`src/rtl/csr_arb_pkg.sv`:
```
// Shared types and helpers for the CSR bus arbiter: FSM state encoding, default
// bus widths and the round-robin search function used by the picker.
package csr_arb_pkg;

  typedef enum logic [1:0] {
    IDLE  = 2'd0,
    ISSUE = 2'd1,
    RESP  = 2'd2
  } csr_arb_state_e;

  localparam int CSR_ADDR_W = 5;
  localparam int CSR_DATA_W = 8;
  localparam int MAX_REQ    = 8;

  // Returns {valid, index}: first set bit of req searching upward from last+1
  // with wrap over nreq requesters. Scanning downward lets the nearest hit win.
  function automatic logic [3:0] rr_next(input logic [2:0]         last,
                                         input logic [MAX_REQ-1:0] req,
                                         input int                 nreq);
    logic [3:0] res;
    int         idx;
    res = '0;
    for (int k = MAX_REQ; k >= 1; k--) begin
      idx = int'(last) + k;
      if (idx >= nreq) idx = idx - nreq;
      if (k <= nreq && req[idx[2:0]]) res = {1'b1, idx[2:0]};
    end
    return res;
  endfunction

endpackage

```
`src/rtl/csr_rr_pick.sv`:
```
// Combinational round-robin picker: given the request vector and the last
// granted index, reports whether anyone is requesting and who wins.
module csr_rr_pick
  import csr_arb_pkg::*;
#(
  parameter int NREQ = 2
) (
  input  logic [NREQ-1:0] i_req,
  input  logic [2:0]      i_last,
  output logic            o_valid,
  output logic [2:0]      o_gidx
);

  logic [MAX_REQ-1:0] w_req_ext;
  logic [3:0]         w_pick;

  always_comb begin
    w_req_ext             = '0;
    w_req_ext[NREQ-1:0]   = i_req;
    w_pick                = rr_next(i_last, w_req_ext, NREQ);
  end

  assign o_valid = w_pick[3];
  assign o_gidx  = w_pick[2:0];

endmodule

```
`src/rtl/csr_bus_arbiter.sv`:
```
// Round-robin arbiter sharing one CSR register bus among NREQ requesters.
// Optional write-permission checking is enabled with `define CSR_ARB_ERR_EN.
module csr_bus_arbiter
  import csr_arb_pkg::*;
#(
  parameter int              NREQ    = 2,
  parameter int              ADDR_W  = CSR_ADDR_W,
  parameter int              DATA_W  = CSR_DATA_W,
  parameter logic [NREQ-1:0] WR_PERM = '1
) (
  input  logic                   i_clk,
  input  logic                   i_rst,
  input  logic [NREQ-1:0]        i_req,
  input  logic [NREQ-1:0]        i_req_we,
  input  logic [NREQ*ADDR_W-1:0] i_req_addr,
  input  logic [NREQ*DATA_W-1:0] i_req_wdata,
  output logic [NREQ-1:0]        o_ack,
  output logic [DATA_W-1:0]      o_ack_rdata,
`ifdef CSR_ARB_ERR_EN
  output logic                   o_ack_err,
`endif
  output logic                   o_bus_en,
  output logic                   o_bus_we,
  output logic [ADDR_W-1:0]      o_bus_addr,
  output logic [DATA_W-1:0]      o_bus_wdata,
  input  logic [DATA_W-1:0]      i_bus_rdata,
  output csr_arb_state_e         o_state
);

  // Handshake: a requester raises req[i] with its command and holds both until
  // it sees the one-cycle ack[i]; it may present a new command the next cycle.

`ifdef CSR_ARB_ERR_EN
  localparam logic [MAX_REQ-1:0] PERM_EXT = MAX_REQ'(WR_PERM);
`else
  localparam logic [MAX_REQ-1:0] PERM_EXT = MAX_REQ'(WR_PERM) | {MAX_REQ{1'b1}};
`endif

  csr_arb_state_e    r_state;
  logic              r_bus_en;
  logic              r_bus_we;
  logic [ADDR_W-1:0] r_bus_addr;
  logic [DATA_W-1:0] r_bus_wdata;
  logic [2:0]        r_gidx;
  logic [2:0]        r_last;
`ifdef CSR_ARB_ERR_EN
  logic              r_err;
`endif

  logic              w_valid;
  logic [2:0]        w_gidx;
  logic              w_we;
  logic [ADDR_W-1:0] w_addr;
  logic [DATA_W-1:0] w_wdata;
  logic              w_reject;

  csr_rr_pick #(.NREQ(NREQ)) u_pick (
    .i_req   (i_req),
    .i_last  (r_last),
    .o_valid (w_valid),
    .o_gidx  (w_gidx)
  );

  always_comb begin
    w_we    = 1'b0;
    w_addr  = '0;
    w_wdata = '0;
    for (int i = 0; i < NREQ; i++) begin
      if (w_gidx == 3'(i)) begin
        w_we    = i_req_we[i];
        w_addr  = i_req_addr[i*ADDR_W +: ADDR_W];
        w_wdata = i_req_wdata[i*DATA_W +: DATA_W];
      end
    end
  end

  // A rejected write still takes the ISSUE/RESP slots but never strobes the bus.
  assign w_reject = w_we && !PERM_EXT[w_gidx];

  always_ff @(posedge i_clk) begin
    if (i_rst) begin
      r_state     <= IDLE;
      r_bus_en    <= 1'b0;
      r_bus_we    <= 1'b0;
      r_bus_addr  <= '0;
      r_bus_wdata <= '0;
      r_gidx      <= '0;
      r_last      <= 3'(NREQ-1);
`ifdef CSR_ARB_ERR_EN
      r_err       <= 1'b0;
`endif
    end else begin
      case (r_state)
        IDLE: begin
          if (w_valid) begin
            r_bus_en    <= !w_reject;
            r_bus_we    <= w_we;
            r_bus_addr  <= w_addr;
            r_bus_wdata <= w_wdata;
            r_gidx      <= w_gidx;
            r_last      <= w_gidx;
`ifdef CSR_ARB_ERR_EN
            r_err       <= w_reject;
`endif
            r_state     <= ISSUE;
          end
        end
        ISSUE: begin
          r_bus_en <= 1'b0;
          r_state  <= RESP;
        end
        RESP:    r_state <= IDLE;
        default: r_state <= IDLE;
      endcase
    end
  end

  always_comb begin
    o_ack = '0;
    for (int i = 0; i < NREQ; i++) begin
      if (r_gidx == 3'(i)) o_ack[i] = (r_state == RESP);
    end
  end

  assign o_ack_rdata = i_bus_rdata;
`ifdef CSR_ARB_ERR_EN
  assign o_ack_err   = (r_state == RESP) && r_err;
`endif
  assign o_bus_en    = r_bus_en;
  assign o_bus_we    = r_bus_we;
  assign o_bus_addr  = r_bus_addr;
  assign o_bus_wdata = r_bus_wdata;
  assign o_state     = r_state;

endmodule

```
`config.mk`:
```
export PLATFORM = sky130hd
export DESIGN_NAME = csr_bus_arbiter
export DESIGN_NICKNAME = d
export VERILOG_FILES = /design/src/rtl/csr_arb_pkg.sv /design/src/rtl/csr_rr_pick.sv /design/src/rtl/csr_bus_arbiter.sv
export SDC_FILE = /design/constraint.sdc
export NUM_CORES = 1
export LEC_CHECK = 0
export BUFFER_PORTS_ARGS = -buffer_cell sky130_fd_sc_hd__clkbuf_2
export CORE_ASPECT_RATIO = 1.25
export CORE_MARGIN = 3
export CORE_UTILIZATION = 42
export DETAILED_ROUTE_END_ITERATION = 8
export GPL_TIMING_DRIVEN = 0
export PLACE_DENSITY = 0.78
export SLEW_MARGIN = 20
export SYNTH_ARGS = -nofsm -noshare
export SYNTH_HDL_FRONTEND = slang
export SYNTH_HIERARCHICAL = 1
export SYNTH_SLANG_ARGS = --single-unit
```
`constraint.sdc`:
```
create_clock -name i_clk -period 3.8 [get_ports i_clk]
set_clock_uncertainty 0.2 [all_clocks]
set_input_delay 0 -clock i_clk [delete_from_list [all_inputs] [get_ports i_clk]]
set_output_delay 0 -clock i_clk [all_outputs]
set_load 0.01 [all_outputs]
```
Word-level counts from Yosys, hierarchy flattened:

Memory sizes are Yosys's and may differ from the RTL's.
Cells that the tools add are included.

* $add $sub $neg: 4
* order comparisons: 5
* eq/ne operators: 5
* muxes and demuxes: 21
* reductions and logical operators: 9

Operator list (count)
* 2-to-1 mux 8 bit: 2
* less-than comparator 3 x 4 -> 1 bit, second input constant: 3
* 2-to-1 mux 5 bit: 2
* greater-or-equal comparator 4 x 2 -> 1 bit, second input constant: 2
* 2-to-1 mux 1 bit: 8
* 2-to-1 mux 4 bit: 2
* binary-select mux 1 bit (select 3 bit): 2
* == test 3 x 1 -> 1 bit, second input constant: 2
* zero test 3 bit: 2
* 2-to-1 mux 3 bit: 2
* subtractor 3 bit, second input constant: 2
* adder 3 x 1 -> 4 bit, second input constant: 1
* adder 3 x 2 -> 4 bit, second input constant: 1
* case mux 2 bit (2 select lines): 1
* AND reduction 2 bit: 2
* == test 2 x 1 -> 1 bit, second input constant: 1
* == test 2 bit, second input constant: 1
* zero test 1 bit: 2
* zero test 2 bit: 1
* 2-to-1 mux 2 bit: 1
* != test 2 x 1 -> 1 bit, second input constant: 1
* case mux 1 bit (2 select lines): 1
* nonzero test 2 bit: 1
* logical AND 1 bit: 1

* register bits after elaboration: 23
* memory bits (read-only): 8
* bits of input ports: 40
* output and inout bits: 27
* logic and storage cells: 52
* memories: 1

Memory list
* (name not given): depth 8, bits a word 1, rd ports 1, clocked after Yosys merged registers in 0, write ports 0, RTL line csr_bus_arbiter.sv:78 `assign w_reject = w_we && !PERM_EXT[w_gidx];`

Longest topological paths before layout:

Gate-level depths: netlist (run 1).

* word-level depth: 14
* gate-level depth with buffers: 11
* depth with buffers taken out: 8

Hierarchy:

The synthesis (run 1) kept the hierarchy.

Modules (own cells, without submodules)
* csr_bus_arbiter: times used 1, cells an instance 87, area an instance 904.6 um^2, seq. area each 420.4 um^2
* csr_rr_pick: times used 1, cells an instance 24, area an instance 210.2 um^2, seq. area each 0.0 um^2

Least setup slack after synthesis (run 1):

Ideal clock, no wire load.

* path kind: flip-flop to flip-flop
* start: register r_last[0]
* end: register r_bus_addr[0], in the netlist o_bus_addr[0]
* setup time: 0.070 ns
* arrival: 2.468 ns
* required time: 3.530 ns
* path slack: 1.062 ns
* cell stages (with the launch flop): 12
* path buffers: 3
* period minus slack after synthesis: 2.738 ns
* cell sequence: dfxtp_1 > inv_1 > ha_1 > nor3b_1 > xnor2_1 > o21bai_1 > or3b_1 > buf_2 > or4_1 > buf_2 > buf_6 > o2bb2ai_1

* elaborated cells on any way between the ends: 19
* classes of those cells: add/sub (4); order compare (2); eq/ne (1); mux (10); reduce/logical (2)

RTL lines
* start: declaration: RTL line csr_bus_arbiter.sv:45 `logic [2:0] r_last;`
* start signal: assignment: RTL line csr_bus_arbiter.sv:88 `r_last <= 3'(NREQ-1);`
* start signal: assignment: RTL line csr_bus_arbiter.sv:101 `r_last <= w_gidx;`
* adder 3 x 2 -> 4 bit: RTL line csr_arb_pkg.sv:24 `idx = int'(last) + k;`
* greater-or-equal comparator 4 x 2 -> 1 bit / subtractor 3 bit (equally long branches): RTL line csr_arb_pkg.sv:25 `if (idx >= nreq) idx = idx - nreq;`
* 2-to-1 mux 3 bit: RTL line csr_arb_pkg.sv:25
* binary-select mux 1 bit (select 3 bit): RTL line csr_arb_pkg.sv:26 `if (k <= nreq && req[idx[2:0]]) res = {1'b1, idx[2:0]};`
* 2-to-1 mux 1 bit (implied by the code): RTL line csr_arb_pkg.sv:26
* 2-to-1 mux 4 bit: RTL line csr_arb_pkg.sv:26
* 2-to-1 mux 4 bit *: RTL line csr_arb_pkg.sv:26
* via w_valid: RTL line csr_bus_arbiter.sv:50 `logic w_valid;`
* AND reduction 2 bit (no line) *
* end signal: assignment: RTL line csr_bus_arbiter.sv:98 `r_bus_addr <= w_addr;`
* end: declaration: RTL line csr_bus_arbiter.sv:42 `logic [ADDR_W-1:0] r_bus_addr;`

The timed path passes the listed nets; every way through them passes the cells marked *. The select of a mux whose other input is x is not followed.
A chain may end at the register's enable or synchronous reset.

Worst setup path in the final report (run 1):

* start: register r_last[0]
* end: register r_bus_wdata[3], in the netlist o_bus_wdata[3]

* cells in the longest elaborated chain, start to end: 10
* elaborated cells on any way between the ends: 19
* classes of those cells: add/sub (4); order compare (2); eq/ne (1); mux (10); reduce/logical (2)

Ends and longest elaborated chain
* adder 3 x 2 -> 4 bit: RTL line csr_arb_pkg.sv:24
* greater-or-equal comparator 4 x 2 -> 1 bit / subtractor 3 bit (equally long branches): RTL line csr_arb_pkg.sv:25
* 2-to-1 mux 3 bit: RTL line csr_arb_pkg.sv:25
* binary-select mux 1 bit (select 3 bit): RTL line csr_arb_pkg.sv:26
* 2-to-1 mux 1 bit (implied by the code): RTL line csr_arb_pkg.sv:26
* 2-to-1 mux 4 bit: RTL line csr_arb_pkg.sv:26
* 2-to-1 mux 4 bit *: RTL line csr_arb_pkg.sv:26
* via w_gidx[0]: RTL line csr_bus_arbiter.sv:51 `logic [2:0] w_gidx;`
* zero test 3 bit: RTL line csr_bus_arbiter.sv:69 `if (w_gidx == 3'(i)) begin`
* 2-to-1 mux 8 bit: RTL line csr_bus_arbiter.sv:69
* 2-to-1 mux 8 bit *: RTL line csr_bus_arbiter.sv:69
* end signal: assignment: RTL line csr_bus_arbiter.sv:99 `r_bus_wdata <= w_wdata;`
* end: declaration: RTL line csr_bus_arbiter.sv:43 `logic [DATA_W-1:0] r_bus_wdata;`

Marks and branches as above.

==> impl_metrics.tcl, run 1 <==
set metrics [dict create \
    ioPinCount 67 \
    drv_cap 0 \
    netlist.top_cell.by_area "dfxtp_1" \
    hpwl_um 2120 \
    crit_buf_inv 4 \
    overflow 0 \
    clockBufferDepth 2 \
    die_area_um2 3310 \
    drc 0 \
    gp_congestion 0.660 \
    reg2regPathDepth 9 \
    crit_family "buffers and inverters" \
    post-route-period-util 0.914 \
    required_ns 3.81 \
    synth-seq-area-share 0.377 \
    fin_cells 243 \
    place_area_um2 1450 \
    hold_viol 0 \
    syn_area_um2 1110 \
    area_growth_pct 65.4 \
    cts_tree "yes" \
    synth.avg_cell_area_um2 10.0 \
    grt_setup_unrepaired "no" \
    die_height_um 63.6 \
    grt_pass1_vias 1262 \
    antenna_cells 0 \
    drive_above_1_share 0.371 \
    layout_min_cycle_time_ns 3.47 \
    fin_nets 257 \
    placed_cells 202 \
    post_cts_buffers 0 \
    worst_hold_path_type "input pin to register" \
    synth_top_area_share 0.377 \
    grt_antenna_before_repair 0 \
    core_um2 2480 \
    ys_ff_latch 21 \
    firstDrtPassIters 4 \
    r2r_slack_ns 0.33 \
    critPathCaptureType "register" \
    initial_core_util 0.450 \
    cts_buffers 3 \
    power_density_nw_per_um2 629 \
    cp-start-kind "register" \
    die_w_um 52.1 \
    final_cell_mix "clkbuf_2 (58), dlygate4sd3_1 (37), dfxtp_1 (21), mux2i_1 (14), o2bb2ai_1 (14)" \
    setup_viol 0 \
    leakagePower_nw 0.875 \
    final_max_slew_viol_count 0 \
    startpoint "r_last[0]$_SDFFE_PP1P_" \
    syn_inst 111 \
    crit_fanout 10 \
    reg2reg_to "o_bus_wdata[3]$_SDFFE_PP0P_" \
    tns_ns 0 \
    wl_per_cell_um 15.1 \
    grt_max_degree 13 \
    num_vias 1214 \
    cts_sinks 21 \
    arrival_ns 3.48 \
    clk_pin_slew_worst_paths_ns 0.12 \
    ir_drop_mv 0.365 \
    slowest_stage "dlygate4sd3_1" \
    htree_levels 1 \
    wl_um 3660 \
    max_stage_delay_ns 0.58 \
    design_area_um2 1840 \
    clk_latency_ns 0.32 \
    critical_path_class "register to register" \
    max_freq_mhz 288 \
    hold_start "i_req[0]" \
    holdPathEnd "o_bus_en$_SDFFE_PP0P_" \
    synth_area_leaders "dfxtp_1 (38%), mux2i_1 (13%), o2bb2ai_1 (11%)" \
    final_common_cell "clkbuf_2" \
    totalPowerFinal_w 0.00116 \
    cts-root-buf "clkbuf_4" \
    worstPathCellList "inv_1, ha_1, o211a_1, o41ai_2, clkbuf_1, clkbuf_2, mux2i_1, dlygate4sd3_1, o2bb2ai_1" \
    ant_nets 0 \
    yosysWarnings 6 \
    drtIter0Drc 36 \
    grt_use_total 0.234 \
    fp-row-count 20 \
    io_buffers 57 \
    outcome "finished clean" \
    hold_path_depth 6 \
    vias_per_cell 5.00 \
    reg2reg_from "r_last[0]$_SDFFE_PP1P_" \
    synthDistinctLibCells 27 \
    grt_pass1_wl_um 5760 \
]
[metal layers]
layer | track usage | share of wire
met3 | 0.0284 | 0.044
met4 | 0.105 | 0.025
met2 | 0.470 | 0.58
met1 | 0.219 | 0.35
met5 | 0 | 0
[flip-flops by register name, summed over array words and instances (netlist names)]
name,cells
o_bus_wdata,8
o_bus_addr,5
r_gidx,3
o_state,2
o_bus_en,1
o_bus_we,1
r_last,1
[how the worst max path moves through the flow]
stage                                              to  depth (start not counted)
final                     o_bus_wdata[3]$_SDFFE_PP0P_                          9
after CTS                 o_bus_wdata[6]$_SDFFE_PP0P_                          9
after global routing      o_bus_wdata[5]$_SDFFE_PP0P_                         10
after global placement    o_bus_wdata[7]$_SDFFE_PP0P_                          8
after floorplan            o_bus_addr[0]$_SDFFE_PP0P_                         11
after detailed placement  o_bus_wdata[6]$_SDFFE_PP0P_                          8
[synthesized netlist by cell type]
library cell   n
dfxtp_1       21
mux2i_1       14
o2bb2ai_1     14
buf_4         10
nand2_1        8
a21oi_1        6
ha_1           6
clkbuf_1       4
inv_1          4
nor2_1         3
nor3b_1        3
buf_2          2
xnor2_1        2
a211oi_1       1
a21o_1         1
and4b_2        1
buf_6          1
conb_1         1
mux2_4         1
nand2b_1       1
nor4b_1        1
o2111ai_1      1
o211a_1        1
o21bai_1       1
o41ai_2        1
or3b_1         1
or4_1          1
[metrics by stage]
step | hold slack, ns | utilization | setup WS, ns
after CTS | 0.100 | 0.744 | 0.148
after floorplan | -0.108 | - | 1.06
after detailed placement | -0.0103 | 0.583 | 0.670
after global routing | 0.158 | 0.744 | 0.0914
after global placement | -0.0106 | 0.583 | 0.811
final | 0.0970 | 0.744 | 0.328
[cells by family (layout without fill, tap and decap cells)]
kind of cell,count (synthesis),count (layout),share of synthesized area
XOR/XNOR,2,2,0.0157
AO/OA/AOI/OAI,26,26,0.189
buffers and inverters,21,119,0.113
flip-flops,21,21,0.377
adder cells (fa/ha/maj),6,6,0.0673
AND/OR/NAND/NOR,19,19,0.0954
other,1,2,0.00336
multiplexers,15,15,0.139
[power breakdown]
group	switching, W	internal, W
clock	0.0000707	0.0000394
sequential	0.0000530	0.000276
combinational	0.000346	0.000374
total	0.000470	0.000689
[worst min-delay path, delay by kind of cell]
family / cells / cell delay [ns]
buffers and inverters: 1 / 0.09
AND/OR/NAND/NOR: 1 / 0.07
AO/OA/AOI/OAI: 4 / 0.39
[layout make-up]
| cell class | count | area, um^2 |
|---|---|---|
| timing repair buffer | 94 | 656 |
| multi-input combinational | 70 | 572 |
| clock buffer | 3 | 22.5 |
| inverter | 4 | 15.0 |
| clock inverter | 1 | 5.00 |
| sequential | 21 | 420 |
| tap | 33 | 41.3 |
| fill | 173 | 633 |
| buffer | 17 | 113 |
[timing repair]
item | 4_1_cts | 5_1_grt
hold buffers | 37 | 0
endpoints found under the hold margin | 29 | 0
resized for setup | 0 | 2
endpoints found under the setup margin | 0 | 9
Power figures use the tool's default switching activity.
==> run 2: changes to the inputs <==
--- a/config.mk
+++ b/config.mk
@@ -5,13 +5,14 @@
 export SDC_FILE = /design/constraint.sdc
 export NUM_CORES = 1
 export LEC_CHECK = 0
+export ABC_AREA = 1
 export BUFFER_PORTS_ARGS = -buffer_cell sky130_fd_sc_hd__clkbuf_2
 export CORE_ASPECT_RATIO = 1.25
 export CORE_MARGIN = 3
-export CORE_UTILIZATION = 42
+export CORE_UTILIZATION = 46
 export DETAILED_ROUTE_END_ITERATION = 8
 export GPL_TIMING_DRIVEN = 0
-export PLACE_DENSITY = 0.78
+export PLACE_DENSITY = 0.79
 export SLEW_MARGIN = 20
 export SYNTH_ARGS = -nofsm -noshare
 export SYNTH_HDL_FRONTEND = slang
==> run 2 against run 1 <==
Critical path type unchanged. Global-route usage shrank 4.8 points. Via count grew 34%. Sequential cell count is the same.
==> impl_metrics.tcl, run 2 <==
set metrics [dict create \
    outcome "finished clean" \
    area_growth_pct 51.1 \
    hold_viol 0 \
    slowest_stage "dlygate4sd3_1" \
    clk_latency_ns 0.30 \
    max_freq_mhz 340 \
    cts_tree "yes" \
    setup_viol 0 \
    cp_common_cell "nor2_1" \
    syn_area_um2 1440 \
    synth_common_cells "nand2_1 (58), nor2_1 (51), inv_1 (35), dfxtp_1 (21), nand3_1 (17)" \
    crit_fanout 10 \
    fin_nets 378 \
    met3_usage 0.0261 \
    num_vias 1622 \
    yosysWarnings 6 \
    grt.busiest_layer "met2" \
    seqCellArea_um2 420 \
    max_stage_delay_ns 0.56 \
    synth_edf_count 0 \
    synth.most_common_cell "nand2_1" \
    clockBufferDepth 2 \
    die_height_um 68.5 \
    worst_hold_path_type "input pin to register" \
    cts-root-buf "clkbuf_4" \
    crit_family "buffers and inverters" \
    place_area_um2 1780 \
    firstDrtPassIters 4 \
    die_w_um 56.0 \
    ctsResizeCount 0 \
    gp_congestion 0.720 \
    grt_pass1_vias 1453 \
    multi_input_area_um2 727 \
    largest_reg_flops 8 \
    drtIter0Drc 52 \
    drive_above_1_share 0.290 \
    leakagePower_nw 1.23 \
    overflow 0 \
    fp-row-count 22 \
    async_reset_ff_frac 0 \
    cts_sinks 21 \
    design_area_um2 2170 \
    antenna_cells 0 \
    met1_usage 0.194 \
    crit_buf_inv 5 \
    power_density_nw_per_um2 707 \
    synth-seq-area-share 0.292 \
    post_cts_buffers 0 \
    synth.avg_cell_area_um2 6.23 \
    worstPathCellList "inv_1, ha_1, inv_1, o21ai_0, nor2_1, nand3_1, nand2_2, inv_2, nor2_2, nand3_4, buf_6, nor2_1, nor2_1, dlygate4sd3_1, nor2_1" \
    wl_per_cell_um 9.89 \
    grt_antenna_before_repair 0 \
    layout_min_cycle_time_ns 2.94 \
    die_area_um2 3840 \
    initial_core_util 0.484 \
    critical_path_class "register to register" \
    ir_drop_mv 0.557 \
    synthDistinctLibCells 24 \
    netlist.top_cell.by_area "dfxtp_1" \
    cts_buffers 3 \
    wl_um 3630 \
    htree_levels 1 \
    post-route-period-util 0.774 \
    critPathCaptureType "register" \
    final_cell_mix "nand2_1 (58), clkbuf_2 (58), nor2_1 (51), dlygate4sd3_1 (37), inv_1 (35)" \
    clk_pin_slew_worst_paths_ns 0.13 \
    ant_nets 0 \
    arrival_ns 2.99 \
    vias_per_cell 4.42 \
    grt_max_degree 12 \
    grtUsageMet2 0.380 \
    synth_top_area_share 0.292 \
    holdBufCountCts 37 \
    syn_inst 231 \
    fillCellCount 260 \
    synth_area_leaders "dfxtp_1 (29%), nand2_1 (15%), nor2_1 (13%)" \
    hpwl_um 2400 \
    synth_ff_type "dfxtp_1" \
    core_um2 2970 \
    cp-start-kind "register" \
    io_buffers 58 \
    tns_ns 0 \
    grt_pass1_wl_um 5800 \
    drc 0 \
    ys_ff_latch 21 \
    required_ns 3.85 \
    grt_setup_unrepaired "no" \
    ioPinCount 67 \
    final_max_slew_viol_count 0 \
    drv_cap 0 \
    grt_use_total 0.186 \
]
## run 2: changes by cell type in the layout (fill, tap and decap cells not counted), moves of 4 or more
| cell | before | now |
|---|---|---|
| a21oi_1 | 6 | 1 |
| nand2_1 | 8 | 58 |
| mux2i_1 | 14 | 0 |
| inv_2 | 0 | 4 |
| nand3_1 | 0 | 17 |
| nor2_1 | 3 | 51 |
| inv_1 | 4 | 35 |
| nand2_2 | 0 | 5 |
| o2bb2ai_1 | 14 | 0 |
## run 2: final timing paths
path                          startpoint                           to  slack [ns]  cells past startpoint
setup reg to reg  r_gidx[1]$_SDFFE_PP0P_  o_bus_wdata[1]$_SDFFE_PP0P_        0.86                     15
hold / removal                  i_req[1]       r_gidx[0]$_SDFFE_PP0P_        0.14                      8
hold reg to reg    o_bus_en$_SDFFE_PP0P_        o_bus_en$_SDFFE_PP0P_        0.27                      2
setup / recovery  r_gidx[1]$_SDFFE_PP0P_  o_bus_wdata[1]$_SDFFE_PP0P_        0.86                     15
## run 2: power by group
group          internal [W]  leakage (nW)  total [W]  switching (W)
clock             0.0000409        0.0150   0.000113      0.0000719
sequential         0.000296         0.173   0.000350      0.0000537
combinational      0.000519          1.04    0.00108       0.000556
## run 2: metrics by stage
step / utilization / hold slack (ns) / worst slack (ns) / instances / total power, W
3_3_place_gp: 0.598 / -0.0119 / 1.45 / 326 / 0.00119
3_5_place_dp: 0.598 / -0.0115 / 1.44 / 326 / 0.00121
5_1_grt: 0.731 / 0.216 / 0.543 / 367 / 0.00169
6_report: 0.731 / 0.138 / 0.857 / 367 / 0.00154
4_1_cts: 0.731 / 0.139 / 0.868 / 367 / 0.00153
2_1_floorplan: - / -0.138 / 1.68 / 232 / 0.00101
## run 2: final cells by class
type,count,share of cell area
Multi-Input combinational cell,154,0.334
Tap cell,36,0.0207
Clock buffer,4,0.0121
Buffer,17,0.0604
Timing Repair Buffer,95,0.304
Sequential cell,21,0.193
Inverter,40,0.0754
## run 2: cell families (layout without fill, tap and decap cells)
logic type                 Yosys count  in the layout  synth area share
AOI/OAI and AO/OA                    5              5            0.0200
other                                1              2           0.00261
buffers and inverters               57            156             0.205
adders and majority gates            6              6            0.0522
and+or+nand+nor                    141            141             0.428
DFF                                 21             21             0.292
## run 2: worst reg2reg max path, stage by stage, from the launching register on
cell and delay [ns]:
dfxtp_1 0.45, inv_1 0.14, ha_1 0.31, inv_1 0.05, o21ai_0 0.06, nor2_1 0.09, nand3_1 0.09, nand2_2 0.11
inv_2 0.04, nor2_2 0.23, nand3_4 0.14, buf_6 0.16, nor2_1 0.08, nor2_1 0.05, dlygate4sd3_1 0.56, nor2_1 0.11
## run 2: metal layers
| metal | vias to the layer above | part of all wire |
|---|---|---|
| met3 | 2 | 0.052 |
| met5 | - | 0 |
| met2 | 43 | 0.55 |
| li1 | 869 | - |
| met1 | 708 | 0.39 |
| met4 | 0 | 0.0096 |
